[src/rtl/irq_sched.sv]
// ----------------------------------------------------------------------------
// irq_sched : interrupt scheduler between the peripheral IRQ flags and the
//             CPU request/acknowledge handshake.
//
// Masks and prioritises up to 8 sticky flags and presents one request plus
// vector to the CPU. It tracks in-service sources until EOI. For sources
// whose flag lives in the GPIO block, it writes the GPIO IRQ-clear register
// after acknowledge. That write borrows the GPIO bus only in cycles the CPU
// leaves idle.
//
// Optional feature: define IRQ_SCHED_PREEMPT_EN to allow nested service.
// A request is then issued when the best source outranks every in-service
// source. When it is undefined, no request is issued while any source is in
// service.
//
// Ports:
//   clk_i, rst_n                    clock, asynchronous active-low reset
//   irq_src[7:0]                    sticky peripheral flags, bit 0 highest
//   addr, data_in, bus_cyc, bus_we  own register access
//                                   (0 MASK, 1 PEND, 2 INSVC/EOI, 3 CTRL)
//   data_out[7:0]                   registered read data, 1-cycle latency
//   int_req, int_vec, int_ack       CPU interrupt handshake
//   cpu_g_*                         CPU side of the GPIO register bus
//   g_*                             muxed GPIO register bus
// ----------------------------------------------------------------------------
module irq_sched #(
    parameter logic [7:0] VEC_BASE      = 8'h20,
    parameter logic [7:0] CLR_MAP       = 8'hC1,
    parameter logic [3:0] GPIO_IRQ_ADDR = 4'd7
) (
    input  logic       clk_i,
    input  logic       rst_n,
    input  logic [7:0] irq_src,
    input  logic [1:0] addr,
    input  logic [7:0] data_in,
    output logic [7:0] data_out,
    input  logic       bus_cyc,
    input  logic       bus_we,
    output logic       int_req,
    input  logic       int_ack,
    output logic [7:0] int_vec,
    input  logic       cpu_g_cyc,
    input  logic       cpu_g_we,
    input  logic [3:0] cpu_g_addr,
    input  logic [7:0] cpu_g_data,
    output logic       g_cyc,
    output logic       g_we,
    output logic [3:0] g_addr,
    output logic [7:0] g_data
);

    typedef enum logic [1:0] {ST_IDLE, ST_REQ, ST_CLR} state_t;

    state_t     state_reg;
    logic [7:0] mask_reg;
    logic [7:0] insvc_reg;
    logic [7:0] insvc_next;
    logic       gen_reg;
    logic [2:0] idx_reg;
    logic       int_req_reg;
    logic [7:0] int_vec_reg;
    logic [7:0] data_out_reg;

    logic [7:0] pend;
    logic [7:0] eligible;
    logic [7:0] allow_mask;
    logic [7:0] cand;
    logic [7:0] first_hot;
    logic [2:0] best_idx;
    logic       cand_any;
    logic       wr_en;
    logic       ack_take;
    logic       clr_fire;
    logic [7:0] rd_mux;

    assign pend     = irq_src & mask_reg;
    assign eligible = pend & ~insvc_reg;

`ifdef IRQ_SCHED_PREEMPT_EN
    // Isolate the highest-priority in-service bit; only strictly lower
    // indices may request. With nothing in service, (0 - 1) opens all bits.
    logic [7:0] insvc_low;
    assign insvc_low  = insvc_reg & (~insvc_reg + 8'd1);
    assign allow_mask = insvc_low - 8'd1;
`else
    assign allow_mask = (insvc_reg == 8'd0) ? 8'hFF : 8'h00;
`endif

    assign cand     = eligible & allow_mask;
    assign cand_any = |cand;

    // One-hot of the lowest set candidate bit.
    generate
        for (genvar gi = 0; gi < 8; gi++) begin : g_first
            if (gi == 0) begin : g_lsb
                assign first_hot[gi] = cand[0];
            end else begin : g_upper
                assign first_hot[gi] = cand[gi] & ~(|cand[gi-1:0]);
            end
        end
    endgenerate

    always_comb begin
        best_idx = 3'd0;
        for (int i = 0; i < 8; i++) begin
            if (first_hot[i]) best_idx = best_idx | 3'(i);
        end
    end

    assign wr_en = bus_cyc & bus_we;
    // int_req is high exactly in REQ, so an ack outside REQ is ignored.
    assign ack_take = (state_reg == ST_REQ) && int_ack;
    assign clr_fire = (state_reg == ST_CLR) && !cpu_g_cyc;

    // EOI clears first, so an ack of the same index in the same cycle wins.
    always_comb begin
        insvc_next = insvc_reg;
        if (wr_en && addr == 2'd2) insvc_next = insvc_next & ~data_in;
        if (ack_take)              insvc_next[idx_reg] = 1'b1;
    end

    always_comb begin
        rd_mux = 8'd0;
        case (addr)
            2'd0: rd_mux = mask_reg;
            2'd1: rd_mux = pend;
            2'd2: rd_mux = insvc_reg;
            2'd3: rd_mux = {7'd0, gen_reg};
            default: rd_mux = 8'd0;
        endcase
    end

    always_ff @(posedge clk_i or negedge rst_n) begin
        if (!rst_n) begin
            mask_reg     <= 8'd0;
            insvc_reg    <= 8'd0;
            gen_reg      <= 1'b0;
            data_out_reg <= 8'd0;
        end else begin
            insvc_reg <= insvc_next;
            if (wr_en && addr == 2'd0) mask_reg <= data_in;
            if (wr_en && addr == 2'd3) gen_reg  <= data_in[0];
            if (bus_cyc && !bus_we)    data_out_reg <= rd_mux;
        end
    end

    always_ff @(posedge clk_i or negedge rst_n) begin
        if (!rst_n) begin
            state_reg   <= ST_IDLE;
            idx_reg     <= 3'd0;
            int_req_reg <= 1'b0;
            int_vec_reg <= 8'd0;
        end else begin
            case (state_reg)
                ST_IDLE: begin
                    if (gen_reg && cand_any) begin
                        idx_reg     <= best_idx;
                        int_req_reg <= 1'b1;
                        int_vec_reg <= {VEC_BASE[7:3], best_idx};
                        state_reg   <= ST_REQ;
                    end
                end
                ST_REQ: begin
                    if (int_ack) begin
                        int_req_reg <= 1'b0;
                        state_reg   <= CLR_MAP[idx_reg] ? ST_CLR : ST_IDLE;
                    end else if (!gen_reg || !cand_any) begin
                        int_req_reg <= 1'b0;
                        state_reg   <= ST_IDLE;
                    end else begin
                        // Unacknowledged: follow the current best source.
                        idx_reg     <= best_idx;
                        int_vec_reg <= {VEC_BASE[7:3], best_idx};
                    end
                end
                ST_CLR: begin
                    if (!cpu_g_cyc) state_reg <= ST_IDLE;
                end
                default: state_reg <= ST_IDLE;
            endcase
        end
    end

    // The CPU always owns the GPIO bus when it drives a cycle; the clear
    // write only takes idle cycles.
    always_comb begin
        g_cyc  = cpu_g_cyc;
        g_we   = cpu_g_we;
        g_addr = cpu_g_addr;
        g_data = cpu_g_data;
        if (clr_fire) begin
            g_cyc  = 1'b1;
            g_we   = 1'b1;
            g_addr = GPIO_IRQ_ADDR;
            g_data = 8'd1 << idx_reg;
        end
    end

    assign int_req  = int_req_reg;
    assign int_vec  = int_vec_reg;
    assign data_out = data_out_reg;

endmodule
[config.mk]
export PLATFORM = sky130hd
export DESIGN_NAME = irq_sched
export DESIGN_NICKNAME = d
export VERILOG_FILES = /design/src/rtl/irq_sched.sv
export SDC_FILE = /design/constraint.sdc
export NUM_CORES = 1
export LEC_CHECK = 0
export CAP_MARGIN = 0
export CORE_UTILIZATION = 48
export DETAILED_ROUTE_END_ITERATION = 10
export PLACE_DENSITY = 0.86
export SYNTH_ARGS = -nofsm -noshare
export SYNTH_HDL_FRONTEND = slang
export SYNTH_SLANG_ARGS = --single-unit
[constraint.sdc]
create_clock -name clk_i -period 2.9 [get_ports clk_i]
set_input_delay 0.435 -clock clk_i [delete_from_list [all_inputs] [get_ports clk_i]]
set_output_delay 0.435 -clock clk_i [all_outputs]
set_load 0.01 [all_outputs]
==> results of run 1 <==
-- worst max-delay path, delay by kind of cell, from the launching register on --
family / cells / cell delay [ns]
AO/OA/AOI/OAI: 1 / 0.18
buffers and inverters: 1 / 0.57
flip-flops: 1 / 0.52
AND/OR/NAND/NOR: 1 / 0.47
-- kinds of logic (layout without fill, tap and decap cells) --
| kind of cell | count (synthesis) | count (layout) |
|---|---|---|
| AO/OA/AOI/OAI | 42 | 42 |
| buffers and inverters | 15 | 76 |
| flip-flops | 32 | 32 |
| multiplexers | 20 | 20 |
| other | 1 | 4 |
| AND/OR/NAND/NOR | 78 | 78 |
-- how the worst max path moves through the flow --
stage	from	to	slack (ns)	cells past startpoint
after floorplan	int_vec[2]$_DFFE_PN0P_	g_data[0]	1.20	3
after global placement	cpu_g_cyc	g_data[2]	0.47	5
after detailed placement	cpu_g_cyc	g_data[6]	0.44	5
after CTS	idx_reg[0]$_DFFE_PN0P_	g_data[0]	0.44	3
after global routing	cpu_g_cyc	g_data[4]	0.35	5
final	idx_reg[0]$_DFFE_PN0P_	g_data[0]	0.44	3
-- layer usage --
layer,wire length (um),track usage,vias to the layer above
li1,-,-,814
met1,1880,0.292,829
met2,2150,0.366,52
met3,247,0.0429,9
met4,68,0.0966,0
met5,0,0,-
-- layout make-up --
| cell class | count | area [um2] |
|---|---|---|
| Tap cell | 48 | 60.1 |
| Inverter | 1 | 3.75 |
| Fill cell | 311 | 1090 |
| Timing Repair Buffer | 67 | 661 |
| Multi-Input combinational cell | 144 | 985 |
| Sequential cell | 32 | 801 |
| Clock inverter | 2 | 10.0 |
| Clock buffer | 6 | 82.6 |
-- power by group --
| group | leakage (nW) | internal [mW] | switching [mW] |
|---|---|---|---|
| logic | 0.631 | 0.429 | 0.321 |
| registers | 0.395 | 0.573 | 0.160 |
| clock network | 0.0510 | 0.189 | 0.165 |
-- through the flow --
stage	hold slack (ns)	setup slack, ns
floorplan	0.139	1.20
global placement	0.456	0.470
detailed placement	0.455	0.444
CTS	0.480	0.437
global route	0.502	0.348
finish	0.475	0.444
-- cell usage after synthesis, drive strengths merged, types with 3 or more instances --
cell type,n
mux2,12
nor2,5
nand4,3
nor4,3
o31ai,3
o221ai,7
a21oi,3
dfrtp,32
mux2i,8
nand3,4
clkbuf,7
nor3,4
a32o,3
nand2b,8
buf,7
o21ai,6
o21a,7
nand2,32
nor2b,3
o2bb2ai,3
nand3b,7
-- layout by cell type (no fill, tap or decap), types with 2 or more instances in the layout --
cell type | synthesis | layout
clkdlybuf4s50_1 | 0 | 63
nand2_1 | 32 | 32
dfrtp_1 | 32 | 32
mux2_2 | 10 | 10
nand2b_1 | 8 | 8
mux2i_1 | 8 | 8
nand3b_1 | 7 | 7
o221ai_1 | 7 | 7
o21a_1 | 7 | 7
o21ai_0 | 6 | 6
clkbuf_8 | 0 | 6
nor2_1 | 5 | 5
nand3_1 | 4 | 4
conb_1 | 1 | 4
buf_4 | 4 | 4
a32o_1 | 3 | 3
o2bb2ai_1 | 3 | 3
nor2b_1 | 3 | 3
o31ai_1 | 3 | 3
nand4_1 | 3 | 3
a21oi_1 | 3 | 3
nor3_1 | 2 | 2
a22o_1 | 2 | 2
a21o_1 | 2 | 2
nor4_2 | 2 | 2
o22ai_1 | 2 | 2
or2_2 | 2 | 2
nor3_2 | 2 | 2
mux2_4 | 2 | 2
clkinv_2 | 0 | 2
==> impl_results.md, run 1 <==
* Rows at 22
* Area after DPL at 2510 um2
* Post-detail-place hpwl at about 3300 um
* Warnings from Yosys at 0
* Critical Path Max Stage Delay at 0.57 ns
* CTS resizes at 0
* Fin nets at approximately 290
* Largest net degree at the start of global routing at 33
* Cts bufs inserted at 5
* DRT Pass-1 Iters at 4
* Setup crit start kind: flop
* CTS sink count at 32
* Capture point of the worst reg-to-reg path: idx_reg[1]$_DFFE_PN0P_
* Residual DRC at 0
* Worst vdd ir at approximately 500 uV
* Largest family of logic cells by synthesized area: simple AND/OR/NAND/NOR gates
* Worst-path cell chain: or3_1 > o21ai_0 > clkdlybuf4s50_1
* Final Util at 0.706
* Worst min path class: reg -> reg
* DR vias/cell at 5.68
* Fin crit share at 0.847
* RSZ-0062 raised after global routing: no
* Port Buffers at 63
* Mapped Avg Cell Area at about 10 um2
* Outcome: complete, no violations
* Chip width at about 64 um
* Dpl cells at 292
* Max Fclk at 0.407 GHz
* Compound-cell area share of the yosys netlist at 0.170
* Clk slew on worst S/H paths at 0.07 ns
* Final Cell Area at around 2600 um2
* Hold EP: int_vec[5]$_DFFE_PN0P_
* Final Hold Fails at 0
* Reg2reg path depth at 5
* Synth Area in Simple Gates at 0.234
* Initial antenna violation count at 0
* Layout cell share with drive strength beyond 1 at 0.135
* XOR/XNOR Fraction of Synth Area at 0
* Post-synthesis adder-cell area fraction at 0
* Hold-critical path depth at 1
* Vias at 1704
* Htree depth at 2
* Arrival time at the worst endpoint at 2.02 ns
* Cell area after synthesis at 1850 um2
* GPL Wtd Cong at 0.843
* Routed WL at 4350 um
* Reg-to-reg critical path startpoint: insvc_reg[6]$_DFF_PN0_
* Post-synth EDFFs at 0
* Hold Path Origin: int_vec[5]$_DFFE_PN0P_
* Worst-path fanout max at 13
* Post-synthesis mux area share at 0.120
* Final Critical Period at about 2.5 ns
* Primary FF master, synth: dfrtp_1
* Leak at 1.08 nW
* CP Class: reg -> out
* Number of global-route vias before repair at 1541
* Max clock buf depth at 2
* Synth cell types at 42
* GRT Util Overall at 0.225
* Clk_lat worst skew at roughly 0.29 ns
* First-pass GRT wire length at a little over 7000 um
* Worst path slowest cell: clkdlybuf4s50_1
* Largest cells by area after synthesis: dfrtp_1, nand2_1, mux2_2, mux2i_1, o221ai_1
* Remaining Overflow, GRT at 0
* Final setup violating endpoints at 0
* Die area at a little over 4000 um2
* R2R setup slack at between 0.9 and 1 ns
* Top Ports at 68
* Relative slew slack at 0.517
* DRT antenna net count at 0
* Total Neg Setup Slack at 0 ns
* Flops & latches, synth at 32
* Slew @ Worst Pin at 0.721 ns
* CORE AREA at 3690 um2
* Seq/Total Area, Yosys at 0.433
* Synth top area share at 0.433
* Max cap viols at 0
* Post-CTS Hold Fix Bufs at 0
* P&R area growth vs syn at 40.7%
* Post-CTS Repair Setup Buffers at 0
* Post-Layout Cell Count at 300
* Routed wire length per instance at between 10 and 15 um
* Worst Skew at 0.00411 ns
* Most area-hungry cell type in the Yosys netlist: dfrtp_1
* CP Capture Type: primary output
* Pwr/cell area at 705 nW/um2
* Initial core utilization at 0.501
* TritonCTS clock tree: built
* Antenna Diode Count at 0
* Ys async rst share at 1.00
* Mapped Cells at 188
* Die H at 64.1 um
* Initial DRC count at 80
* Tot Pwr at 1.84 mW
* CP required at 2.47 ns
* Root Buffer: clkbuf_8
* Max Transition Viols Final at 0
Power figures use the tool's default switching activity.
==> inputs of run 2 (changes only) <==
--- a/config.mk
+++ b/config.mk
@@ -6,9 +6,9 @@
 export NUM_CORES = 1
 export LEC_CHECK = 0
 export CAP_MARGIN = 0
-export CORE_UTILIZATION = 48
+export CORE_UTILIZATION = 44
 export DETAILED_ROUTE_END_ITERATION = 10
-export PLACE_DENSITY = 0.86
+export PLACE_DENSITY = 0.79
 export SYNTH_ARGS = -nofsm -noshare
 export SYNTH_HDL_FRONTEND = slang
 export SYNTH_SLANG_ARGS = --single-unit
==> constraint.sdc (replaced) <==
create_clock -name clk_i -period 2.3 [get_ports clk_i]
set_input_delay 0.345 -clock clk_i [delete_from_list [all_inputs] [get_ports clk_i]]
set_output_delay 0.345 -clock clk_i [all_outputs]
set_load 0.01 [all_outputs]
==> run 2 against run 1 <==
  * Utilization shrank 3.9 points
  * Clock power grew 30%
  * Critical path depth is 2 higher
  * First-iteration DRC count rose by 25%
  * Via count fell by 2.2%
  * Count of clock-buffer cells in the layout up 1
  * Die area rose by 8.8%
  * Largest power group unchanged
==> impl_results.md, run 2 (synthesis gave the netlist of run 1 again) <==
* Leak at 1.16 nW (+8.2%)
* Final Hold Fails at 0 (unchanged)
* Worst min path class: in -> async
* Pwr/cell area at 882 nW/um2 (+25%)
* Port Buffers at 63 (unchanged)
* Setup crit start kind: primary input
* Max Transition Viols Final at 0 (unchanged)
* Cts bufs inserted at 5 (unchanged)
* Most common cell after layout, fill and taps aside: clkdlybuf4s50_1
* RSZ-0062 raised after global routing: no
* CP required at 1.96 ns (-0.51 ns)
* Initial antenna violation count at 0 (unchanged)
* DR vias/cell at 5.41 (-4.8%)
* Worst-path fanout max at 21 (+8)
* Root Buffer: clkbuf_8
* Setup crit start: cpu_g_cyc
* GPL Wtd Cong at 0.826 (-2.0%)
* Max Fclk at between 0.4 and 0.5 GHz
* CP Class: in -> out
* Number of global-route vias before repair at 1602 (+4.0%)
* Max clock buf depth at 2 (unchanged)
* GRT Util Overall at 0.217 (-0.00799)
* CP delay by family, top: buffers and inverters
* Worst path slowest cell: clkdlybuf4s50_1
* Max cap viols at 0 (unchanged)
* CP Capture Type: primary output
* Post-detail-place hpwl at 3450 um (+4.9%)
* Post-CTS Hold Fix Bufs at 0 (unchanged)
* Critical Path Max Stage Delay at 0.56 ns (about the same)
* R2R setup slack at 0.38 ns (-0.61 ns)
* Crit path capture: g_data[5]
* Dpl cells at 301 (+3.1%)
* Remaining Overflow, GRT at 0 (unchanged)
* CORE AREA at 4030 um2 (+9.2%)
* First-pass GRT wire length at 7240 um (+2.1%)
* Worst Skew at 0.00594 ns (+0.00183 ns)
* Residual DRC at 0 (unchanged)
* # fillers at 334 (+7.4%)
* Clk slew on worst S/H paths at 0.07 ns (about the same)
* Largest net degree at the start of global routing at 33 (unchanged)
* Crit path buf inv count at 3 (+2)
* Fin crit share at 0.979
* Vias at 1666 (-2.2%)
* Hold Slack at 0.465 ns (-0.0101 ns)
* CTS sink count at 32 (unchanged)
* DRT Pass-1 Iters at 4 (unchanged)
* Post-Layout Cell Count at 308 (+2.7%)
* Commonest cells after routing, fill and taps aside: clkdlybuf4s50_1, nand2_1, dfrtp_1
* Die H at 66.8 um (+4.3%)
* Outcome: complete, no violations
* Total Neg Setup Slack at 0 ns (unchanged)
* Worst vdd ir at 573 uV (+14%)
* Capture point of the worst reg-to-reg path: idx_reg[1]$_DFFE_PN0P_
* Routed WL at 4370 um (+0.53%)
* Rows at 23 (+4.5%)
* Clk_lat worst skew at 0.28 ns (about the same)
* Routed wire length per instance at 14.2 um (-2.1%)
* Reg2reg path depth at 5 (unchanged)
* Initial core utilization at 0.459 (-0.0424)
* Layout cell share with drive strength beyond 1 at 0.159 (+0.0240)
* DRT antenna net count at 0 (unchanged)
* TritonCTS clock tree: built
* Chip width at 66.8 um (+4.3%)
* Reg-to-reg critical path startpoint: insvc_reg[6]$_DFF_PN0_
* Die area at 4470 um2 (+8.8%)
* Htree depth at 2 (unchanged)
* Initial DRC count at 100 (+25%)
* Final setup violating endpoints at 0 (unchanged)
* Top Ports at 68 (unchanged)
* Worst-path cell chain: clkdlybuf4s50_1 > nand3b_1 > buf_12 > o21ai_0 > clkdlybuf4s50_1
* Worst path depth at 5 (+2)
* P&R area growth vs syn at 45.3%
* Antenna Diode Count at 0 (unchanged)
* Fin nets at 295 (+2.4%)
* Final Critical Period at ~2.3 ns
* Most common cell on crit path: clkdlybuf4s50_1
* Arrival time at the worst endpoint at 1.91 ns (-0.11 ns)
==> run 2: cell types whose count changed in the layout (fill, tap and decap cells not counted), moves of 2 or more <==
cell	previous run	this run
clkdlybuf4s50_1	63	57
buf_4	4	10
clkinv_2	2	0
dlymetal6s2s_1	0	5
==> run 2: area by class of cell <==
cell class | instances | area [um2] | share of cell area
Multi-Input combinational cell | 144 | 985 | 0.367
Sequential cell | 32 | 802 | 0.299
Timing Repair Buffer | 74 | 737 | 0.274
Clock buffer | 7 | 96.3 | 0.0359
Tap cell | 50 | 62.6 | 0.0233
Inverter | 1 | 3.75 | 0.00140
==> run 2: how the worst min path moves through the flow <==
stage                            from                 endpoint  slack [ns]  cells past startpoint
5_1_grt                         rst_n   insvc_reg[7]$_DFF_PN0_        0.50                      2
2_1_floorplan                   rst_n  data_out[0]$_DFFE_PN0P_        0.05                      0
4_1_cts                         rst_n   idx_reg[0]$_DFFE_PN0P_        0.47                      2
6_report                        rst_n   idx_reg[0]$_DFFE_PN0P_        0.46                      2
3_5_place_dp   int_vec[5]$_DFFE_PN0P_   int_vec[5]$_DFFE_PN0P_        0.47                      1
3_3_place_gp   int_vec[5]$_DFFE_PN0P_   int_vec[5]$_DFFE_PN0P_        0.46                      1
==> run 2: repair_timing <==
item / 4_1_cts / 5_1_grt
cloned: 0 / 0
endpoints found under the hold margin: 0 / 0
endpoints found under the setup margin: 1 / 5
gates resized for setup: 1 / 6
setup buffers: 0 / 0
pin swaps: 0 / 0
==> run 2: worst reg2reg max path: stages (launching register included) <==
cell and delay [ns]:
dfrtp_1 0.43, nor4_2 0.37, nand3_1 0.19, nor3b_2 0.28, and2b_4 0.23, mux2_4 0.30
==> run 2: power by group <==
group / switching (mW) / internal (mW) / total (mW)
Sequential: 0.159 / 0.724 / 0.883
Combinational: 0.456 / 0.571 / 1.03
Clock: 0.193 / 0.266 / 0.459
Total: 0.808 / 1.56 / 2.37
==> run 2: metrics by stage <==
stage	setup slack [ns]	utilization	total power [mW]	instance area [um2]
after floorplan	0.659	-	1.49	1860
after global placement	0.0705	0.640	1.90	2580
after detailed placement	0.00357	0.640	1.93	2580
after CTS	0.0222	0.663	2.39	2670
after global routing	0.00315	0.667	2.54	2690
final	0.0482	0.667	2.37	2690
==> run 2: layer usage <==
metal | vias to the layer above | share of wire | track usage
met1 | 790 | 0.45 | 0.292
li1 | 822 | - | -
met4 | 0 | 0.013 | 0.0851
met2 | 49 | 0.49 | 0.343
met3 | 5 | 0.044 | 0.0394
met5 | - | 0 | 0
==> patch (settings of run 2) <==
Register the input `irq_src` before use, with the module's reset. The logic sees it one clock later. The other inputs are not delayed to match.
--- a/src/rtl/irq_sched.sv
+++ b/src/rtl/irq_sched.sv
@@ -51,6 +51,16 @@
 
     typedef enum logic [1:0] {ST_IDLE, ST_REQ, ST_CLR} state_t;
 
+    logic [7:0] irq_src_q;
+
+    always_ff @(posedge clk_i or negedge rst_n) begin
+        if (!rst_n) begin
+            irq_src_q <= '0;
+        end else begin
+            irq_src_q <= irq_src;
+        end
+    end
+
     state_t     state_reg;
     logic [7:0] mask_reg;
     logic [7:0] insvc_reg;
@@ -73,7 +83,7 @@
     logic       clr_fire;
     logic [7:0] rd_mux;
 
-    assign pend     = irq_src & mask_reg;
+    assign pend     = irq_src_q & mask_reg;
     assign eligible = pend & ~insvc_reg;
 
 `ifdef IRQ_SCHED_PREEMPT_EN
Function: changed (Yosys sat finds a counterexample within 4 cycles, from zero or initial values and one cycle with rst_n low).
==> patch against run 2 <==
Power rose by 12%; routed wire length rose by 16%; sequential cell count rose by 8; synthesized area rose by 12%; critical path depth did not move; the run now ends with DRC left; setup slack improved by 0.012 ns; sequential power rose by 28%; design area rose by 7.0%; clock skew rose by 0.0029 ns; first-iteration DRC count rose by 12%; cell count rose by 3.9%.
==> patch: results (changes against run 2) <==
sta:
  fin_worst_skew_ns: 0.00883  # +0.00289 ns
outcome:
  status: "finished with violations"
  failed_checks: "DRC"
pwr:
  power_leakage_nw: 1.22  # +4.7%
  sw_frac_of_total: 0.365  # +0.0239
  report.power.total_mw: 2.65  # +12%
  power.share.clock: 0.189  # -0.005
  seq-power_mw: 1.13  # +28%
  vdd.ir_drop.worst_mv: 0.503  # -12%
setup_path:
  worstPathArrival_ns: 1.89  # -0.02 ns
  crit_fanout: 10  # -52%
  timing.critical_path.slowest_cell_delay_ns: 0.58  # +0.02 ns
placement:
  placed_cells: 312  # +3.7%
  hpwlAfterDp_mm: 3.73  # +8.0%
  globalplace.congestion: 0.848  # +2.7%
  placedInstanceArea_mm2: 0.00276  # +7.1%
  place_ws_ns: -0.0173  # -0.0209 ns
routing:
  routed_wire_length_per_instance_um: 15.9  # +12%
  detailroute.via_count: 1776  # +6.6%
  first_pass_iters: 7  # +3
  drc: 10  # +10
  iteration_0_drc_count_of_the_detailed_router: 112  # +12%
cells_and_area:
  fin_cells: 320  # +3.9%
  area_share_clock_buf_inv: 0.0339  # -0.00192
  final_nets: 304  # +3.1%
  inverters: 2  # +1
  area.share.sequential: 0.349  # +0.0509
  clock_buffer_cells: 6  # -1
  proportion_of_cell_area_occupied_by_multi_input_gates: 0.348  # -0.0184
  sequential_cell_count: 40  # +25%
  final_core_utilization: 0.647  # -0.0198
  layout.nonclk_buf_frac: 0.243  # -0.0311
  num-nonclk-buffers: 71  # -4.1%
  fillers: 351  # +5.1%
  n_multi_input_combinational_cell: 147  # +2.1%
  share_of_post_route_cells_with_drive_strength_above_1: 0.127  # -0.0320
synth:
  synth.top_cells.by_area: "dfrtp_1, nand2_1, mux2_1"
  yosysUniqueCellTypes: 45  # +7.1%
  synth_common_cells: "dfrtp_1, nand2_1, nand2b_1"
  synth_sequential_area_ratio: 0.485  # +0.0515
  syn_avg_cell_area_um2: 10.4  # +5.5%
global_routing:
  grt.total_usage: 0.217  # about the same
  pin_count_of_the_biggest_net_entering_global_routing: 41  # +24%
  first_pass_grt_wire_length_mm: 8.27  # +14%
  via_count_of_the_first_global_routing_pass: 1705  # +6.4%
clock_network:
  worstSkewPairLatency_ns: 0.30  # +0.02 ns
  post-cts-setup-buffer-count: 0  # unchanged
patch: cell families after synthesis:
| logic type | Yosys count | synth area share |
|---|---|---|
| AOI/OAI and AO/OA | 46 | 0.168 |
| buffers and inverters | 15 | 0.0363 |
| DFF | 40 | 0.485 |
| muxes | 11 | 0.0612 |
| other | 1 | 0.00182 |
| and+or+nand+nor | 86 | 0.248 |
patch: routing by layer:
layer,track usage,wire [um]
met1,0.278,2280
met5,0,0
met2,0.366,2500
met4,0.0454,33
met3,0.0649,277
patch: worst paths after layout:
check	slack [ns]	from	depth (start not counted)	end
min	0.18	rst_n	1	data_out[1]
max reg2reg	0.53	insvc_reg[1]	4	idx_reg[1]
max	0.06	cpu_g_cyc	5	g_data[4]
min reg2reg	0.49	int_vec[5]	1	int_vec[5]
min in group clk_i	0.48	irq_src[6]	1	irq_src_q[6]
max in group asynchronous	1.50	rst_n	1	idx_reg[1]
patch: repair_timing:
item	in CTS	in global routing
pin swaps	0	0
gates resized for setup	2	8
hold buffers	0	0
endpoints found under the setup margin	2	7
